**config.mk**
```make
export PLATFORM = sky130hd
export DESIGN_NAME = perf_counter_bank
export DESIGN_NICKNAME = d
export VERILOG_FILES = /design/src/rtl/perf_pkg.sv /design/src/rtl/perf_counter_cell.sv /design/src/rtl/perf_counter_bank.sv
export SDC_FILE = /design/constraint.sdc
export NUM_CORES = 1
export LEC_CHECK = 0
export CAP_MARGIN = 20
export CORE_UTILIZATION = 29
export DETAILED_ROUTE_END_ITERATION = 6
export GPL_ROUTABILITY_DRIVEN = 0
export PLACE_DENSITY = 0.47
export SLEW_MARGIN = 20
export SYNTH_ARGS = -nofsm -noshare
export SYNTH_HDL_FRONTEND = slang
export SYNTH_HIERARCHICAL = 1
export SYNTH_SLANG_ARGS = --single-unit
export TNS_END_PERCENT = 50
```
**constraint.sdc**
```tcl
create_clock -name clk -period 4.39 [get_ports clk]
set_input_delay 0.439 -clock clk [delete_from_list [all_inputs] [get_ports clk]]
set_output_delay 0.439 -clock clk [all_outputs]
set_load 0.01 [all_outputs]
```
**src/rtl/perf_pkg.sv**
```systemverilog
// perf_pkg: shared constants for the performance-counter bank.
//   - Fixed counter indices: cycle counter, retired-instruction counter and
//     the first generic event counter.
//   - Default parameter values used by perf_counter_bank / perf_counter_cell.
//   - calc_aw(): address width needed to index a given number of counters.
package perf_pkg;

  localparam int CNT_CYCLE   = 0;
  localparam int CNT_INSTRET = 1;
  localparam int CNT_EVT0    = 2;

  localparam int DEF_NUM_EVT  = 4;
  localparam int DEF_CNT_W    = 32;
  localparam int DEF_RET_W    = 2;
  localparam int DEF_SAT_MODE = 0;

  // Never returns 0 so that address ports always have at least one bit.
  function automatic int calc_aw(input int num_cnt);
    return (num_cnt <= 2) ? 1 : $clog2(num_cnt);
  endfunction

endpackage

```
**src/rtl/perf_counter_cell.sv**
```systemverilog
// perf_counter_cell: one performance counter.
//   clk      - clock
//   rst      - asynchronous active-low reset
//   en       - count enable
//   inc      - increment amount for this cycle
//   load     - preset strobe (loads load_val, drops this cycle's increment)
//   load_val - preset value
//   clr      - synchronous clear (highest priority)
//   value    - current counter value
//   ovf_set  - high in a cycle whose increment carries out of the counter
//              (never high together with load or clr)
module perf_counter_cell
  import perf_pkg::*;
#(
  parameter int CNT_W    = DEF_CNT_W,
  parameter int SAT_MODE = DEF_SAT_MODE
) (
  input  logic             clk,
  input  logic             rst,
  input  logic             en,
  input  logic [CNT_W-1:0] inc,
  input  logic             load,
  input  logic [CNT_W-1:0] load_val,
  input  logic             clr,
  output logic [CNT_W-1:0] value,
  output logic             ovf_set
);

  localparam bit SAT = (SAT_MODE != 0);

  logic [CNT_W-1:0] value_reg;
  logic [CNT_W-1:0] value_next;
  logic [CNT_W:0]   sum;
  logic             carry;

  always_comb begin
    sum        = {1'b0, value_reg} + {1'b0, inc};
    carry      = sum[CNT_W];
    value_next = value_reg;
    ovf_set    = 1'b0;
    if (clr) begin
      value_next = '0;
    end else if (load) begin
      value_next = load_val;
    end else if (en) begin
      ovf_set = carry;
      // A saturated counter keeps all-ones; any further carry stays pinned.
      if (carry && SAT) begin
        value_next = '1;
      end else begin
        value_next = sum[CNT_W-1:0];
      end
    end
  end

  always_ff @(posedge clk or negedge rst) begin
    if (!rst) begin
      value_reg <= '0;
    end else begin
      value_reg <= value_next;
    end
  end

  assign value = value_reg;

endmodule

```
**src/rtl/perf_counter_bank.sv**
```systemverilog
// perf_counter_bank: configurable hardware performance-monitor bank.
//   clk        - clock
//   rst        - asynchronous active-low reset
//   en_i       - global count enable
//   retire_i   - instructions retired this cycle (feeds counter 1)
//   evt_i      - event pulses, bit k feeds counter k+2
//   clr_i      - clear all counters and overflow flags
//   snap_i     - copy all live counters into the shadow registers
//   wr_en_i / wr_addr_i / wr_data_i - preset one counter
//   rd_en_i / rd_addr_i / rd_live_i - read request (live or shadow)
//   rd_data_o / rd_valid_o          - read response, one cycle later
//   ovf_o      - sticky overflow flags
//   ovf_mask_i - per-counter interrupt enable
//   irq_o      - registered OR of (ovf_o & ovf_mask_i)
module perf_counter_bank
  import perf_pkg::*;
#(
  parameter int  NUM_EVT  = DEF_NUM_EVT,
  parameter int  CNT_W    = DEF_CNT_W,
  parameter int  RET_W    = DEF_RET_W,
  parameter int  SAT_MODE = DEF_SAT_MODE,
  localparam int NUM_CNT  = NUM_EVT + 2,
  localparam int AW       = calc_aw(NUM_EVT + 2)
) (
  input  logic               clk,
  input  logic               rst,
  input  logic               en_i,
  input  logic [RET_W-1:0]   retire_i,
  input  logic [NUM_EVT-1:0] evt_i,
  input  logic               clr_i,
  input  logic               snap_i,
  input  logic               wr_en_i,
  input  logic [AW-1:0]      wr_addr_i,
  input  logic [CNT_W-1:0]   wr_data_i,
  input  logic               rd_en_i,
  input  logic [AW-1:0]      rd_addr_i,
  input  logic               rd_live_i,
  output logic [CNT_W-1:0]   rd_data_o,
  output logic               rd_valid_o,
  output logic [NUM_CNT-1:0] ovf_o,
  input  logic [NUM_CNT-1:0] ovf_mask_i,
  output logic               irq_o
);

  // One extra bit so NUM_CNT itself is representable when it is a power of 2.
  localparam logic [AW:0] CNT_LIM = NUM_CNT[AW:0];

  logic [CNT_W-1:0]   inc_amt    [NUM_CNT];
  logic [CNT_W-1:0]   live_val   [NUM_CNT];
  logic [CNT_W-1:0]   shadow_reg [NUM_CNT];
  logic [NUM_CNT-1:0] load_vec;
  logic [NUM_CNT-1:0] ovf_set_vec;
  logic [NUM_CNT-1:0] ovf_reg;
  logic               irq_reg;
  logic [CNT_W-1:0]   rd_data_reg;
  logic               rd_valid_reg;
  logic               wr_hit;
  logic               rd_hit;

  // Out-of-range addresses never match a cell, so such writes vanish.
  assign wr_hit = wr_en_i && ({1'b0, wr_addr_i} < CNT_LIM);
  assign rd_hit = ({1'b0, rd_addr_i} < CNT_LIM);

  genvar gi;
  generate
    for (gi = 0; gi < NUM_CNT; gi++) begin : g_cell
      if (gi == CNT_CYCLE) begin : g_inc_cycle
        assign inc_amt[gi] = CNT_W'(1);
      end else if (gi == CNT_INSTRET) begin : g_inc_ret
        assign inc_amt[gi] = CNT_W'(retire_i);
      end else begin : g_inc_evt
        assign inc_amt[gi] = CNT_W'(evt_i[gi-CNT_EVT0]);
      end

      assign load_vec[gi] = wr_hit && (wr_addr_i == AW'(gi));

      perf_counter_cell #(
        .CNT_W   (CNT_W),
        .SAT_MODE(SAT_MODE)
      ) u_cell (
        .clk     (clk),
        .rst     (rst),
        .en      (en_i),
        .inc     (inc_amt[gi]),
        .load    (load_vec[gi]),
        .load_val(wr_data_i),
        .clr     (clr_i),
        .value   (live_val[gi]),
        .ovf_set (ovf_set_vec[gi])
      );
    end
  endgenerate

  // Shadows sample the live values as they stand before this edge's update,
  // which gives an atomic snapshot across the whole bank.
  always_ff @(posedge clk or negedge rst) begin
    if (!rst) begin
      for (int i = 0; i < NUM_CNT; i++) begin
        shadow_reg[i] <= '0;
      end
    end else if (snap_i) begin
      for (int i = 0; i < NUM_CNT; i++) begin
        shadow_reg[i] <= live_val[i];
      end
    end
  end

  // Overflow flags: ovf_set is already suppressed by the cell on clr/load,
  // and the load mask clears a preset counter's sticky flag.
  always_ff @(posedge clk or negedge rst) begin
    if (!rst) begin
      ovf_reg <= '0;
      irq_reg <= 1'b0;
    end else begin
      if (clr_i) begin
        ovf_reg <= '0;
      end else begin
        ovf_reg <= (ovf_reg | ovf_set_vec) & ~load_vec;
      end
      irq_reg <= |(ovf_reg & ovf_mask_i);
    end
  end

  // Registered read port; data holds between reads.
  always_ff @(posedge clk or negedge rst) begin
    if (!rst) begin
      rd_data_reg  <= '0;
      rd_valid_reg <= 1'b0;
    end else begin
      rd_valid_reg <= rd_en_i;
      if (rd_en_i) begin
        if (!rd_hit) begin
          rd_data_reg <= '0;
        end else if (rd_live_i) begin
          rd_data_reg <= live_val[rd_addr_i];
        end else begin
          rd_data_reg <= shadow_reg[rd_addr_i];
        end
      end
    end
  end

  assign rd_data_o  = rd_data_reg;
  assign rd_valid_o = rd_valid_reg;
  assign ovf_o      = ovf_reg;
  assign irq_o      = irq_reg;

endmodule

```
## After elaboration in Yosys (flattened, before gate mapping)

Index checks and enable logic that the tools add are counted.

- Input bits: 58
- Word-level logic and storage cells: 95
- Output and inout port bits: 40
- Flip-flop bits (word level): 424

- Eq/ne operators: 5
- Muxes and demuxes: 45
- $lt $le $gt $ge: 3
- Add/subtract/negate cells: 6
- Reduce and logical (&&, ||, !) cells: 15
- Bitwise operators: 5

Operators with widths:

| kind | number |
|---|---|
| $mux W32 | 24 |
| $bmux W32 S3 | 2 |
| $add A32 B1 Y33 | 4 |
| $add A32 B1 Y33 const B | 1 |
| $add A32 B2 Y33 | 1 |
| $mux W1 | 18 |
| $reduce_bool A3 Y1 | 6 |
| $and A6 B6 Y6 | 2 |
| $logic_and A1 B1 Y1 | 7 |
| $eq A3 B2 Y1 const B | 2 |
| $eq A3 B3 Y1 const B | 2 |
| $lt A3 B3 Y1 const B | 2 |
| $mux W6 | 1 |
| $not A6 Y6 | 1 |
| $or A6 B6 Y6 | 1 |
| $reduce_or A6 Y1 | 1 |
| $ge A4 B4 Y1 const B | 1 |
| $not A3 Y4 | 1 |
| $eq A3 B1 Y1 const B | 1 |
| $logic_not A3 Y1 | 1 |

## Logic depth before layout (Yosys ltp)

Gate-level depths: netlist (run 1).

- Depth after elaboration: 8
- Mapped depth: 12
- Depth with buffers taken out: 12

## By module

Netlist (run 1), hierarchy kept.

Modules (own cells, without submodules):

| module | cells each | times used | sequential area each (µm²) | area each (µm²) |
|---|---|---|---|---|
| perf_counter_cell (g_cell[1].u_cell ...) | 413 | 5 | 800.8 | 3340.7 |
| perf_counter_bank | 878 | 1 | 5805.6 | 11682.5 |
| perf_counter_cell (g_cell[0].u_cell) | 411 | 1 | 800.8 | 3339.5 |

## Worst setup path after synthesis (run 1)

No wires, ideal clock.

- Path kind: in2reg
- From: in retire_i[0]
- To: reg g_cell[1].u_cell.value_reg[18]
- Path slack: 1.685 ns
- Data required time: 4.241 ns
- Path buffers: 1
- Stages on the path: 10
- Library setup time: 0.149 ns
- Data arrival time: 2.556 ns
- Cells stage by stage: ha_1 > fa_1 > a211oi_2 > o21ai_2 > o2111a_1 > or3_1 > buf_6 > a31oi_4 > mux2i_1 > a311oi_2

- Word-level cells in the longest chain between the ends: 4

RTL lines:

| what | RTL line | source |
|---|---|---|
| from (decl) | perf_counter_bank.sv:28 | `input logic [RET_W-1:0] retire_i,` |
| $add A32 B2 Y33 | perf_counter_cell.sv:37 | `sum = {1'b0, value_reg} + {1'b0, inc};` |
| $mux W32 | perf_counter_cell.sv:45 | `end else if (en) begin` |
| $mux W32 | perf_counter_cell.sv:43 | `end else if (load) begin` |
| $mux W32 | perf_counter_cell.sv:41 | `if (clr) begin` |
| to (signal assigned) | perf_counter_cell.sv:60 | `value_reg <= value_next;` |
| to (decl) | perf_counter_cell.sv:31 | `logic [CNT_W-1:0] value_reg;` |

Every way passes these cells. The select of a mux whose other input is x is not followed.
A chain may end at the register's enable or synchronous reset.

## Worst setup path after layout (run 1)

- From: reg g_cell[0].u_cell.value_reg[0]
- To: reg g_cell[0].u_cell.value_reg[30]

- Word-level cells in the longest chain between the ends: 4

RTL lines:

| what | RTL line |
|---|---|
| from (decl) | perf_counter_cell.sv:31 |
| from (signal assigned) | perf_counter_cell.sv:60 |
| $add A32 B1 Y33 | perf_counter_cell.sv:37 |
| $mux W32 | perf_counter_cell.sv:45 |
| $mux W32 | perf_counter_cell.sv:43 |
| $mux W32 | perf_counter_cell.sv:41 |

Every way passes these cells. The select of a mux whose other input is x is not followed.

==> results of run 1 <==
==> final cells by class <==
type	count	area [µm²]	share of cell area, %
Multi-Input combinational cell	2861	20700	56.9
Antenna cell	1	2.50	0.00688
Tap cell	1403	1760	4.83
Inverter	53	199	0.547
Clock buffer	79	1500	4.13
Sequential cell	424	10600	29.2
Timing Repair Buffer	154	1490	4.09
Clock inverter	11	130	0.358
==> per-stage QoR <==
step	util (%)	total power, mW	instance area, µm²	hold slack (ns)	instances
after detailed placement	32.2	10.1	34700	0.488	4894
after global placement	32.2	10.0	34700	0.483	4894
after floorplan	-	8.68	32400	0.143	3543
after CTS	33.7	14.4	36400	0.287	4985
final	33.7	14.5	36400	0.323	4986
after global routing	33.7	15.4	36400	0.334	4985
==> cell families (layout without fill, tap and decap cells) <==
family / after synthesis / in the layout / share of synthesized area, %
AND/OR/NAND/NOR: 825 / 825 / 12.4
buffers and inverters: 258 / 297 / 3.71
flip-flops: 424 / 424 / 33.4
adder cells (fa/ha/maj): 198 / 198 / 7.95
multiplexers: 376 / 376 / 14.3
other: 2 / 192 / 0.0237
XOR/XNOR: 119 / 119 / 3.29
AO/OA/AOI/OAI: 1152 / 1152 / 24.9
==> worst min-delay path, delay by kind of cell <==
family / cells / cell delay [ns]
simple gates: 1 / 0.12
buf+inv: 1 / 0.22
compound gates: 1 / 0.06
==> final timing paths <==
check                                                from                    endpoint  slack, ns  cells after the start
worst min-delay path                                 en_i  g_cell[3].u_cell/value[15]       0.32                      3
min in group asynchronous                             rst  g_cell[0].u_cell/value[29]       0.45                      2
worst min register to register            shadow_reg[187]             shadow_reg[187]       0.50                      1
worst max-delay path            g_cell[0].u_cell/value[0]  g_cell[0].u_cell/value[30]       1.10                     10
worst max register to register  g_cell[0].u_cell/value[0]  g_cell[0].u_cell/value[30]       1.10                     10
max in group asynchronous                             rst  g_cell[5].u_cell/value[13]       2.83                      3
==> per-layer routing <==
layer | global-route usage, % | up-vias
li1 | - | 13000
met2 | 29.1 | 641
met5 | 0 | -
met1 | 29.7 | 13300
met3 | 2.92 | 131
met4 | 5.35 | 10
==> where the power goes <==
group | leakage, nW | internal (mW) | switching, mW | total [mW]
logic | 10.0 | 2.20 | 2.83 | 5.03
registers | 5.60 | 4.55 | 0.629 | 5.18
clock network | 0.806 | 2.51 | 1.76 | 4.27
total | 16.4 | 9.26 | 5.22 | 14.5
==> Yosys cell counts, types with 32 or more instances <==
| cell type | n |
|---|---|
| buf_1 | 32 |
| dfrtp_1 | 424 |
| a31oi_1 | 51 |
| o21ai_0 | 106 |
| a22oi_1 | 74 |
| mux4_2 | 32 |
| a21oi_1 | 297 |
| ha_1 | 192 |
| a21o_1 | 110 |
| buf_2 | 39 |
| and3_1 | 46 |
| xnor2_1 | 51 |
| mux2_2 | 293 |
| nand3_1 | 68 |
| nor3_1 | 73 |
| o211ai_1 | 44 |
| xor2_1 | 68 |
| inv_1 | 53 |
| o31ai_1 | 47 |
| a211oi_1 | 108 |
| nand2_1 | 199 |
| mux2i_1 | 51 |
| nor2_1 | 238 |
| nor2b_1 | 85 |
| o22ai_1 | 69 |
| clkbuf_1 | 109 |
==> what timing repair did <==
item                                   CTS  global route
resized for setup                        0             0
hold buffers                             1             0
endpoints found under the hold margin   87             0
==> impl_metrics.json, run 1 <==
{
  "cts_root_buffer": "clkbuf_16",
  "status": "complete, no violations",
  "synth_top_flop_cell": "dfrtp_1",
  "leakagePower_nw": 16.4,
  "path_clk_slew_ns": 0.06,
  "met3_length_mm": 5.86,
  "firstDrtPassIters": 5,
  "syn2layout_area_growth_pct": 14.6,
  "synth_area_um2": 31700,
  "drcViolationCount": 0,
  "cts_setup_buffers": 0,
  "critPathLaunchType": "register",
  "gr-total-overflow": 0,
  "critPathMaxStageDelay_ns": 0.47,
  "setup-violations-final": 0,
  "crit_family": "compound AO/OA/AOI/OAI gates",
  "htree_levels": 2,
  "fin_skew_ns": 0.0125,
  "port_buffers": 97,
  "die_h_um": 333,
  "synth_seq_cells": 424,
  "final_cell_mix": "dfrtp_1 (424), a21oi_1 (297), mux2_2 (293)",
  "synth_area_leaders": "dfrtp_1 (33%), mux2_2 (10%), ha_1 (7.6%), a21oi_1 (4.7%), nor2_1 (2.8%)",
  "cp-end-kind": "register",
  "final_nets": 3802,
  "crit_buf_inv": 0,
  "syn_inst": 3354,
  "grt_pass1_wl_mm": 168,
  "wl_per_cell_um": 22.3,
  "vias": 27100,
  "core_um2": 108000,
  "synthArstFlopShare_pct": 100,
  "path_class": "register to register",
  "dr_wl_met2_mm": 47.1,
  "hold_violations": 0,
  "required_ns": 4.86,
  "layout_setup_ws_ns": 1.10,
  "topRoutingLayerUsed": "met5",
  "clk_path_buf_depth": 3,
  "synth_cell_types": 82,
  "layout_commonest_cell": "dfrtp_1",
  "ant_nets": 0,
  "period_needed_ns": 3.29,
  "synth_edf_count": 0,
  "hold_class": "input pin to register",
  "yosysTopAreaCellShare_pct": 33.4,
  "worstPathArrival_ns": 3.76,
  "routed_wl_mm": 111,
  "cpMaxStageDelayCell": "o21ai_0",
  "dp_hpwl_mm": 84.5,
  "grt_max_degree": 96,
  "slew_violations": 0,
  "grt_util_all_layers_pct": 19.8,
  "cts_sinks": 424,
  "final_layout_size_suffix_gt1_share_pct": 14.6,
  "fill_cells": 11100,
  "die_x_um": 333,
  "grt_antenna_before_repair": 9,
  "fin_setup_tns_ns": 0,
  "ir_drop_mv": 0.252,
  "clk_latency_ns": 0.61,
  "die-area_um2": 111000,
  "rows": 120,
  "postSynthAreaPerCell_um2": 9.46,
  "drt-met1-wl_mm": 55.1,
  "worstPathCellList": "ha_1 -> fa_1 -> a21o_1 -> a221o_1 -> o221ai_1 -> a21oi_1 -> o21ai_0 -> o21ai_0 -> xnor2_1 -> o22ai_1",
  "synth_top_area_cell": "dfrtp_1",
  "first_global_vias": 25500,
  "yosysWarnings": 6,
  "drt-vias-per-instance": 5.43,
  "numCtsBuffers": 52,
  "rsz0062_at_grt": "false",
  "finalCritPeriodShare_pct": 75.0,
  "max_freq_ghz": 0.304,
  "p_per_area_nw_per_um2": 398,
  "dp_slack_ns": 0.610,
  "first_iter_violations": 2211,
  "crit_top_cell": "o21ai_0",
  "worst_pin_slew_ns": 0.923,
  "start_util_pct": 29.4,
  "cts_tree": "yes",
  "synth-seq-area-share_pct": 33.4,
  "pin_count": 98,
  "max_cap_violations": 0,
  "worstPathMaxFanout": 4,
  "maxSlewHeadroom_pct": 37.9
}
Power figures use the tool's default switching activity.
==> run 2: changes to the inputs <==
PLACE_DENSITY = 0.48   (was 0.47)
clock period = 3 ns   (was 4.39 ns; I/O delays follow)
==> impl_metrics.json, run 2 (synthesis results as in run 1) <==
{
  "hold_class": "input pin to register",
  "first_global_vias": 25800,
  "internal_power_mw": 14.0,
  "cts_tree": "yes",
  "slew_violations": 0,
  "routed_wl_mm": 112,
  "drt-met1-wl_mm": 54.9,
  "layout_commonest_cell": "dfrtp_1",
  "hold_violations": 0,
  "final_cell_mix": "dfrtp_1 (424), a21oi_1 (296), mux2_2 (293)",
  "max_cap_violations": 0,
  "setup-violations-final": 0,
  "fin_skew_ns": 0.0161,
  "dr_wl_met2_mm": 47.4,
  "rsz0062_at_grt": "true",
  "utilization_pct": 34.7,
  "fill_cells": 11100,
  "regArea_um2": 10600,
  "cts_root_buffer": "clkbuf_16",
  "pin_count": 98,
  "die-area_um2": 111000,
  "start_util_pct": 29.4,
  "place_area_um2": 35600,
  "drcViolationCount": 0,
  "syn2layout_area_growth_pct": 17.9,
  "ir_drop_mv": 0.456,
  "gr-total-overflow": 0,
  "rr_startpoint": "g_cell[0].u_cell/value[0]",
  "firstDrtPassIters": 5,
  "critPathMaxStageDelay_ns": 0.43,
  "cp-end-kind": "register",
  "clk_latency_ns": 0.62,
  "numCtsBuffers": 53,
  "required_ns": 3.49,
  "worstPathMaxFanout": 3,
  "max_freq_ghz": 0.344,
  "status": "complete, no violations",
  "topRoutingLayerUsed": "met5",
  "rr_worst_depth": 11,
  "rows": 120,
  "cp.depth": 11,
  "port_buffers": 97,
  "drt-vias-per-instance": 5.48,
  "critPathLaunchType": "register",
  "crit_buf_inv": 1,
  "r2r-end": "g_cell[0].u_cell/value[28]",
  "p_comb_share_pct": 35.2,
  "grt_antenna_before_repair": 13,
  "core_um2": 108000,
  "cp-endpoint": "g_cell[0].u_cell/value[28]",
  "die_h_um": 333,
  "clk_path_buf_depth": 3,
  "htree_levels": 2,
  "met3_length_mm": 7.19,
  "cts_sinks": 424,
  "cpMaxStageDelayCell": "a221o_1",
  "crit_family": "compound AO/OA/AOI/OAI gates",
  "multi_input_area_um2": 20700,
  "worstPathArrival_ns": 3.39,
  "first_iter_violations": 2550,
  "worstPathCellList": "ha_4 -> fa_2 -> a21o_1 -> a221o_1 -> o22ai_2 -> and3b_2 -> o21ai_2 -> a31oi_1 -> buf_4 -> xor2_1 -> o22ai_1",
  "grt_max_degree": 97,
  "fin_area_um2": 37400,
  "ant_nets": 0,
  "reg2reg_slack_ns": 0.1,
  "final_layout_size_suffix_gt1_share_pct": 17.5,
  "p_seq_share_pct": 34.6,
  "dp_hpwl_mm": 85.6,
  "p_per_area_nw_per_um2": 583,
  "worst_pin_slew_ns": 1.05,
  "p_sw_share_pct": 35.8,
  "vias": 27900,
  "path_class": "register to register",
  "period_needed_ns": 2.90,
  "grt_util_all_layers_pct": 19.8,
  "path_clk_slew_ns": 0.06,
  "grt_pass1_wl_mm": 170,
  "die_x_um": 333,
  "setup.worst_path.start": "g_cell[0].u_cell/value[0]",
  "wl_per_cell_um": 22.1,
  "p_sw_mw": 7.80,
  "final_nets": 3902,
  "clkPwrFrac_pct": 30.2,
  "finalCritPeriodShare_pct": 96.8,
  "leakagePower_nw": 17.0,
  "maxSlewHeadroom_pct": 29.4
}
## run 2: cell count changes in the layout (fill, tap and decap cells not counted), moves of 2 or more
cell and change:
a211oi_2 +2, clkinv_2 -2, or3_1 -3, clkbuf_8 +6
or3_4 +3, fa_2 +2, buf_12 +8, nand3_2 +2
nand3_1 -2, fa_1 -2, a211oi_1 -2, clkbuf_1 -7
buf_4 +91, inv_6 +2
## run 2: layout make-up
type | instances | share of cell area (%)
well taps | 1403 | 4.69
flip-flops and latches | 424 | 28.4
clock inverters | 14 | 0.522
clock buffers | 78 | 4.17
multi-input cells | 2861 | 55.5
inverters | 53 | 0.532
repair buffers | 253 | 6.23
diodes | 1 | 0.00669
## run 2: power groups by stage
stage	clock (mW)	sequential (mW)	combinational [mW]
global route	7.01	7.67	8.43
finish	6.59	7.54	7.67
CTS	6.79	7.54	7.35
detailed placement	0	7.63	7.31
floorplan	0	7.26	5.44
global placement	0	7.62	7.28
## run 2: repair_timing
| action | CTS | global route |
|---|---|---|
| gates resized for setup | 2 | 15 |
| setup endpoints to repair | 3 | 29 |
| endpoints found under the hold margin | 35 | 0 |
| setup buffers | 0 | 1 |
| hold buffers | 1 | 0 |
| pin swaps | 1 | 11 |
## run 2: metrics by stage
step / TNS [ns] / cells / hold WS [ns] / worst slack [ns] / power, mW
final: 0 / 5087 / 0.116 / 0.0959 / 21.8
after global routing: -0.0560 / 5086 / 0.107 / -0.0313 / 23.1
after CTS: 0 / 5085 / 0.0744 / 0.0190 / 21.7
after detailed placement: -9.93 / 4992 / 0.230 / -0.389 / 14.9
after global placement: -7.65 / 4992 / 0.224 / -0.329 / 14.9
after floorplan: 0 / 3543 / 0.00441 / 0.322 / 12.7
## run 2: how the worst min path moves through the flow
stage | endpoint | depth (start not counted) | slack (ns) | startpoint
4_1_cts | g_cell[2].u_cell/value[21] | 2 | 0.07 | en_i
5_1_grt | g_cell[4].u_cell/value[21] | 2 | 0.11 | en_i
3_3_place_gp | g_cell[0].u_cell/value[29] | 1 | 0.22 | rst
3_5_place_dp | g_cell[0].u_cell/value[29] | 1 | 0.23 | rst
6_report | g_cell[2].u_cell/value[21] | 2 | 0.12 | en_i
2_1_floorplan | g_cell[0].u_cell/value[0] | 0 | 0.004 | rst
## run 2: layer usage
metal / vias to the layer above / track usage [%]
met5: - / 0
met4: 12 / 4.73
met3: 130 / 2.88
met2: 808 / 28.9
met1: 13700 / 30.3
li1: 13200 / -
